==> config.mk <==
export PLATFORM = sky130hd
export DESIGN_NAME = pc_sequencer
export DESIGN_NICKNAME = d
export VERILOG_FILES = /design/src/rtl/mips_pkg.sv /design/src/rtl/pc_next_mux.sv /design/src/rtl/pc_sequencer.sv
export SDC_FILE = /design/constraint.sdc
export NUM_CORES = 1
export LEC_CHECK = 0
export ABC_CLOCK_PERIOD_IN_PS = 2350
export CAP_MARGIN = 20
export CORE_MARGIN = 2
export CORE_UTILIZATION = 41
export CTS_BUF_LIST = sky130_fd_sc_hd__clkbuf_4 sky130_fd_sc_hd__clkbuf_8
export DETAILED_ROUTE_END_ITERATION = 12
export PLACE_DENSITY = 0.94
export SYNTH_ARGS = -nofsm -noshare
export SYNTH_HDL_FRONTEND = slang
export SYNTH_SLANG_ARGS = --single-unit
export TNS_END_PERCENT = 20
==> constraint.sdc <==
create_clock -name CLK -period 2.35 [get_ports CLK]
set_clock_uncertainty 0.15 [all_clocks]
set_input_delay 0.235 -clock CLK [delete_from_list [all_inputs] [get_ports CLK]]
set_output_delay 0.235 -clock CLK [all_outputs]
set_load 0.03 [all_outputs]
==> src/rtl/mips_pkg.sv <==
// Shared encodings for the MIPS fetch/sequencing logic: sequencer states,
// default sequential PC increment and the HALT opcode value.
package mips_pkg;

    typedef enum logic [2:0] {
        S_IDLE      = 3'd0,
        S_RUN       = 3'd1,
        S_STEP_WAIT = 3'd2,
        S_STEP_EXEC = 3'd3,
        S_DRAIN     = 3'd4,
        S_HALT      = 3'd5
    } seq_state_t;

    localparam int PC_STEP_BYTES = 4;
    localparam logic [5:0] HALT_OPCODE = 6'h3F;

endpackage

==> src/rtl/pc_next_mux.sv <==
// Next-PC target select: taken branch beats jump beats the sequential increment.
module pc_next_mux
    import mips_pkg::*;
#(
    parameter int PC_WIDTH = 32,
    parameter int PC_STEP  = PC_STEP_BYTES
) (
    input  logic [PC_WIDTH-1:0] pc_cur_i,
    input  logic                jump_i,
    input  logic [PC_WIDTH-1:0] jump_target_i,
    input  logic                branch_taken_i,
    input  logic [PC_WIDTH-1:0] branch_target_i,
    output logic [PC_WIDTH-1:0] pc_next_o
);

    logic [PC_WIDTH-1:0] pc_seq;

    // Wraps modulo 2^PC_WIDTH by construction.
    assign pc_seq = pc_cur_i + PC_WIDTH'(PC_STEP);

    always_comb begin
        pc_next_o = pc_seq;
        if (branch_taken_i) begin
            pc_next_o = branch_target_i;
        end else if (jump_i) begin
            pc_next_o = jump_target_i;
        end
    end

endmodule

==> src/rtl/pc_sequencer.sv <==
// Run/step/halt controller for the program counter: arbitrates fetch, jump,
// taken branch, stall, debug single-step and the HALT drain sequence.
module pc_sequencer
    import mips_pkg::*;
#(
    parameter int PC_WIDTH     = 32,
    parameter int PC_STEP      = PC_STEP_BYTES,
    parameter int DRAIN_CYCLES = 4,
    parameter int CNT_WIDTH    = 32
) (
    input  logic                 CLK,
    input  logic                 RESET_N,
    input  logic                 START,
    input  logic                 MODE_STEP,
    input  logic                 STEP_REQ,
    input  logic                 STALL,
    input  logic                 JUMP,
    input  logic [PC_WIDTH-1:0]  JUMP_TARGET,
    input  logic                 BRANCH_TAKEN,
    input  logic [PC_WIDTH-1:0]  BRANCH_TARGET,
    input  logic                 HALT_DETECT,
    input  logic [PC_WIDTH-1:0]  PC_CUR,
    output logic [PC_WIDTH-1:0]  PC_NEXT,
    output logic                 PC_ENABLE,
    output logic                 PC_CTRL,
    output logic                 PIPE_ENABLE,
    output logic                 FLUSH_IF_ID,
    output logic                 FLUSH_ID_EX,
    output logic                 HALTED,
    output logic [2:0]           STATE,
    output logic [CNT_WIDTH-1:0] CYCLE_COUNT
);

    seq_state_t           state_q, state_d;
    logic [3:0]           drain_q, drain_d;
    logic                 step_mode_q, step_mode_d;
    logic [CNT_WIDTH-1:0] cnt_q, cnt_d;

    logic active;
    logic in_drain;
    logic halt_go;

    pc_next_mux #(
        .PC_WIDTH (PC_WIDTH),
        .PC_STEP  (PC_STEP)
    ) u_pc_next_mux (
        .pc_cur_i        (PC_CUR),
        .jump_i          (JUMP),
        .jump_target_i   (JUMP_TARGET),
        .branch_taken_i  (BRANCH_TAKEN),
        .branch_target_i (BRANCH_TARGET),
        .pc_next_o       (PC_NEXT)
    );

    assign active   = (state_q == S_RUN) || (state_q == S_STEP_EXEC);
    assign in_drain = (state_q == S_DRAIN);
    // A taken branch squashes the HALT that was decoded behind it.
    assign halt_go  = HALT_DETECT && !BRANCH_TAKEN;

    assign PC_ENABLE   = active;
    assign PIPE_ENABLE = active || in_drain;
    assign PC_CTRL     = BRANCH_TAKEN || (!STALL && !HALT_DETECT) || (JUMP && !HALT_DETECT);
    assign FLUSH_IF_ID = (active && (BRANCH_TAKEN || JUMP)) || in_drain;
    assign FLUSH_ID_EX = active && BRANCH_TAKEN;
    assign HALTED      = (state_q == S_HALT);
    assign STATE       = state_q;
    assign CYCLE_COUNT = cnt_q;

    always_comb begin
        state_d     = state_q;
        drain_d     = drain_q;
        step_mode_d = step_mode_q;
        cnt_d       = cnt_q;
        if (PIPE_ENABLE && (cnt_q != '1)) begin
            cnt_d = cnt_q + 1'b1;
        end
        case (state_q)
            S_IDLE: begin
                if (START) begin
                    step_mode_d = MODE_STEP;
                    state_d     = MODE_STEP ? S_STEP_WAIT : S_RUN;
                end
            end
            S_RUN: begin
                if (halt_go) state_d = S_DRAIN;
            end
            S_STEP_WAIT: begin
                if (STEP_REQ) state_d = S_STEP_EXEC;
            end
            S_STEP_EXEC: begin
                // A stalled step stays here so that each step is exactly one PC update.
                if (halt_go) begin
                    state_d = S_DRAIN;
                end else if (PC_CTRL) begin
                    state_d = step_mode_q ? S_STEP_WAIT : S_RUN;
                end
            end
            S_DRAIN: begin
                if (drain_q == 4'(DRAIN_CYCLES - 1)) begin
                    drain_d = '0;
                    state_d = S_HALT;
                end else begin
                    drain_d = drain_q + 1'b1;
                end
            end
            S_HALT: begin
                state_d = S_HALT;
            end
            default: begin
                state_d = S_IDLE;
            end
        endcase
    end

    always_ff @(posedge CLK or negedge RESET_N) begin
        if (!RESET_N) begin
            state_q     <= S_IDLE;
            drain_q     <= '0;
            step_mode_q <= 1'b0;
            cnt_q       <= '0;
        end else begin
            state_q     <= state_d;
            drain_q     <= drain_d;
            step_mode_q <= step_mode_d;
            cnt_q       <= cnt_d;
        end
    end

endmodule
==> results <==
## flip-flops by register name (all words and copies together) (netlist names)
name	count
CYCLE_COUNT	32
STATE	3
step_mode_q	1
drain_q	4
## per-stage QoR
stage | std cells | utilization (%) | total power, µW | setup slack [ns]
after floorplan | 401 | - | 1200 | -0.0722
after global placement | 729 | 71.7 | 1690 | -0.356
after detailed placement | 729 | 71.7 | 1720 | -0.419
after CTS | 743 | 74.0 | 2210 | -0.0395
after global routing | 747 | 75.1 | 2350 | -0.186
final | 747 | 75.1 | 2250 | -0.146
## timing repair
item	CTS	global route
cloned	0	0
pin swaps	10	14
hold endpoints to repair	40	0
resized for setup	38	39
hold buffers	1	0
setup buffers	6	4
endpoints found under the setup margin	24	26
## cell type report
cell class	count	area (µm²)	area share, %
well taps	102	128	2.19
inverters	10	37.5	0.644
clock buffers	7	96.3	1.65
repair buffers	257	2300	39.4
flip-flops and latches	40	1000	17.2
multi-input cells	331	2270	38.9
## power by group through the flow
| stage | registers, µW | clock network (µW) | logic [µW] |
|---|---|---|---|
| after floorplan | 851 | 0 | 353 |
| after global placement | 790 | 0 | 898 |
| after detailed placement | 797 | 0 | 922 |
| after CTS | 785 | 494 | 930 |
| after global routing | 795 | 520 | 1030 |
| final | 787 | 487 | 975 |
## logic make-up (layout without fill, tap and decap cells)
family / after synthesis / count (layout) / synth area share, %
xor+xnor: 46 / 46 / 12.2
buf+inv: 30 / 274 / 3.58
compound gates: 75 / 75 / 14.9
simple gates: 192 / 192 / 33.1
fa+ha+maj: 3 / 3 / 1.14
flops: 40 / 40 / 30.4
mux: 15 / 15 / 4.68
## synthesized netlist by cell type, types with 4 or more instances
cell type and count:
and3_1 8, o22ai_1 5, nand4_1 23, inv_1 10
or3_1 5, clkbuf_1 13, dfrtp_1 40, xnor2_1 36
mux2i_1 12, nor3_1 10, nor2_1 18, o21ai_0 22
a22oi_1 7, o31ai_1 7, nand2_1 52, a21oi_1 11
a31oi_1 5, and4_1 5, nand3_1 29, nor2b_1 6
xor2_1 10, nor4_1 4, nand2b_1 5
## routing by layer
layer	vias up	GRT usage (%)	share of wire [%]
li1	1964	-	-
met1	2009	28.7	35
met2	287	53.7	52
met3	71	6.12	8.8
met4	0	14.0	4.9
met5	-	0	0
## path summary, 6_finish.rpt
kind	endpoint	slack, ns	cells past startpoint
worst max-delay path	PC_NEXT[30]	-0.15	7
worst min-delay path	CYCLE_COUNT[29]	0.35	1
worst max register to register	CYCLE_COUNT[28]	0.12	7
worst min register to register	CYCLE_COUNT[29]	0.35	1
max in group asynchronous	CYCLE_COUNT[29]	1.06	2
min in group asynchronous	drain_q[2]	0.44	2
==> run_results.csv <==
group,metric,value,unit
outcome,outcome,"finished with violations",
outcome,failed_checks,"negative setup slack",
route,routed_wl,13200,µm
hold_path,min-delay-start,"CYCLE_COUNT[29]",
logic_synthesis,synth_cell_type_count,62,
global_routing,grt_pass1_wl,19700,µm
critical_path,critical-path-top-delay-family,"buffers and inverters",
critical_path,start_kind,"primary input",
layout,drive_above_1_share,25.9,%
clock_network,htreeDepth,2,
logic_synthesis,ys_seq_area_share,30.4,%
logic_synthesis,syn-cell-area,3290,µm²
global_routing,gr-total-overflow,0,
logic_synthesis,ys_seq_elements,40,
global_routing,grt_usage,28.2,%
sta,min_period_over_period,106,%
logic_synthesis,synth_ff_type,"dfrtp_1",
critical_path,r2r-start,"CYCLE_COUNT[0]",
critical_path,path_cells,"clkdlybuf4s50_1 -> and4_4 -> nor4b_4 -> a31oi_1 -> o21ba_2 -> o31ai_4 -> buf_6",
critical_path,critPathLaunch,"PC_CUR[28]",
pwr,pwr-share-clk,21.7,%
pwr,p_int,1470,µW
die,start_util,42.3,%
sta,drv_slew,0,
logic_synthesis,synth_warnings,0,
route,drc,0,
logic_synthesis,synth_nets,509,
clock_network,clk_pin_slew,0.07,ns
run,drv_cap,0,
place,place_area,5570,µm²
critical_path,critPathMaxFanout,3,
layout,layout_commonest_cell,"clkdlybuf4s50_1",
place,port_buffers,177,
critical_path,worst-path-buf-inv,2,
logic_synthesis,synth-edff-count,0,
die,die_w,93.6,µm
clock_network,cts_buffer_depth,2,
logic_synthesis,synth_top_area_share,30.4,%
pwr,switchingPower,778,µW
critical_path,cp.required,1.97,ns
route,first_iter_violations,184,
clock_network,cts.sinks,40,
global_routing,antenna_found_initial,0,
sta,max_clock_freq,401,MHz
place,place_hpwl,9790,µm
die,dieArea,8760,µm²
logic_synthesis,async_flop_share,100,%
sta,hold_slack,0.348,ns
sta,hold_violations,0,
pwr,pwr-share-comb,43.4,%
layout,area.growth.synth_to_final,77.3,%
logic_synthesis,avgSynthCellArea,8.20,µm²
route,drtAntennaViolNets,0,
pwr,power_density,386,nW/µm²
logic_synthesis,syn_inst,401,
sta,final-setup-viol-count,2,
logic_synthesis,synth.area.top_cells,"dfrtp_1, xnor2_1, nand2_1",
die,core,7770,µm²
die,io-pin-count,178,
sta,setup_ws,-0.146,ns
global_routing,grt_max_degree,41,
layout,final_nets,753,
pwr,swShare,34.6,%
layout,stdcell_area,5830,µm²
pwr,ir_drop,281,µV
die,num_rows,32,
route,avgViaCountPerCell,5.80,
clock_network,cts_buffers,5,
layout,antenna_cells,0,
hold_path,hold_path.class,"reg -> reg",
critical_path,path_class,"in -> out",
sta,relSlewSlack,42.7,%
pwr,leakage,0.00262,µW
layout,fill_cells,518,
sta,worstMarginPinSlew,0.860,ns
die,dieHeight,93.6,µm
sta,tns,-0.168,ns
pwr,p_seq_share,35.0,%
global_routing,grt_pass1_vias,4276,
sta,rsz0062_at_grt,"yes",
route,firstDrtPassIters,5,
critical_path,slowest_stage,"clkdlybuf4s50_1",
clock_network,worstSkewPairLatency,0.29,ns
logic_synthesis,yosys.area.top_type,"dfrtp_1",
critical_path,end_kind,"output port",
route,wl_per_cell,17.7,µm
layout,final_cell_mix,"clkdlybuf4s50_1, buf_4, nand2_1",
sta,layout_min_cycle_time,2.50,ns
place,gp_congestion,0.963,
critical_path,slowest_delay,0.52,ns
critical_path,arrival,2.11,ns
clock_network,clockRootBuffer,"clkbuf_8",
clock_network,cts_tree,"done",
route,vias,4331,
Note: power is estimated with default switching activity, not from simulation.
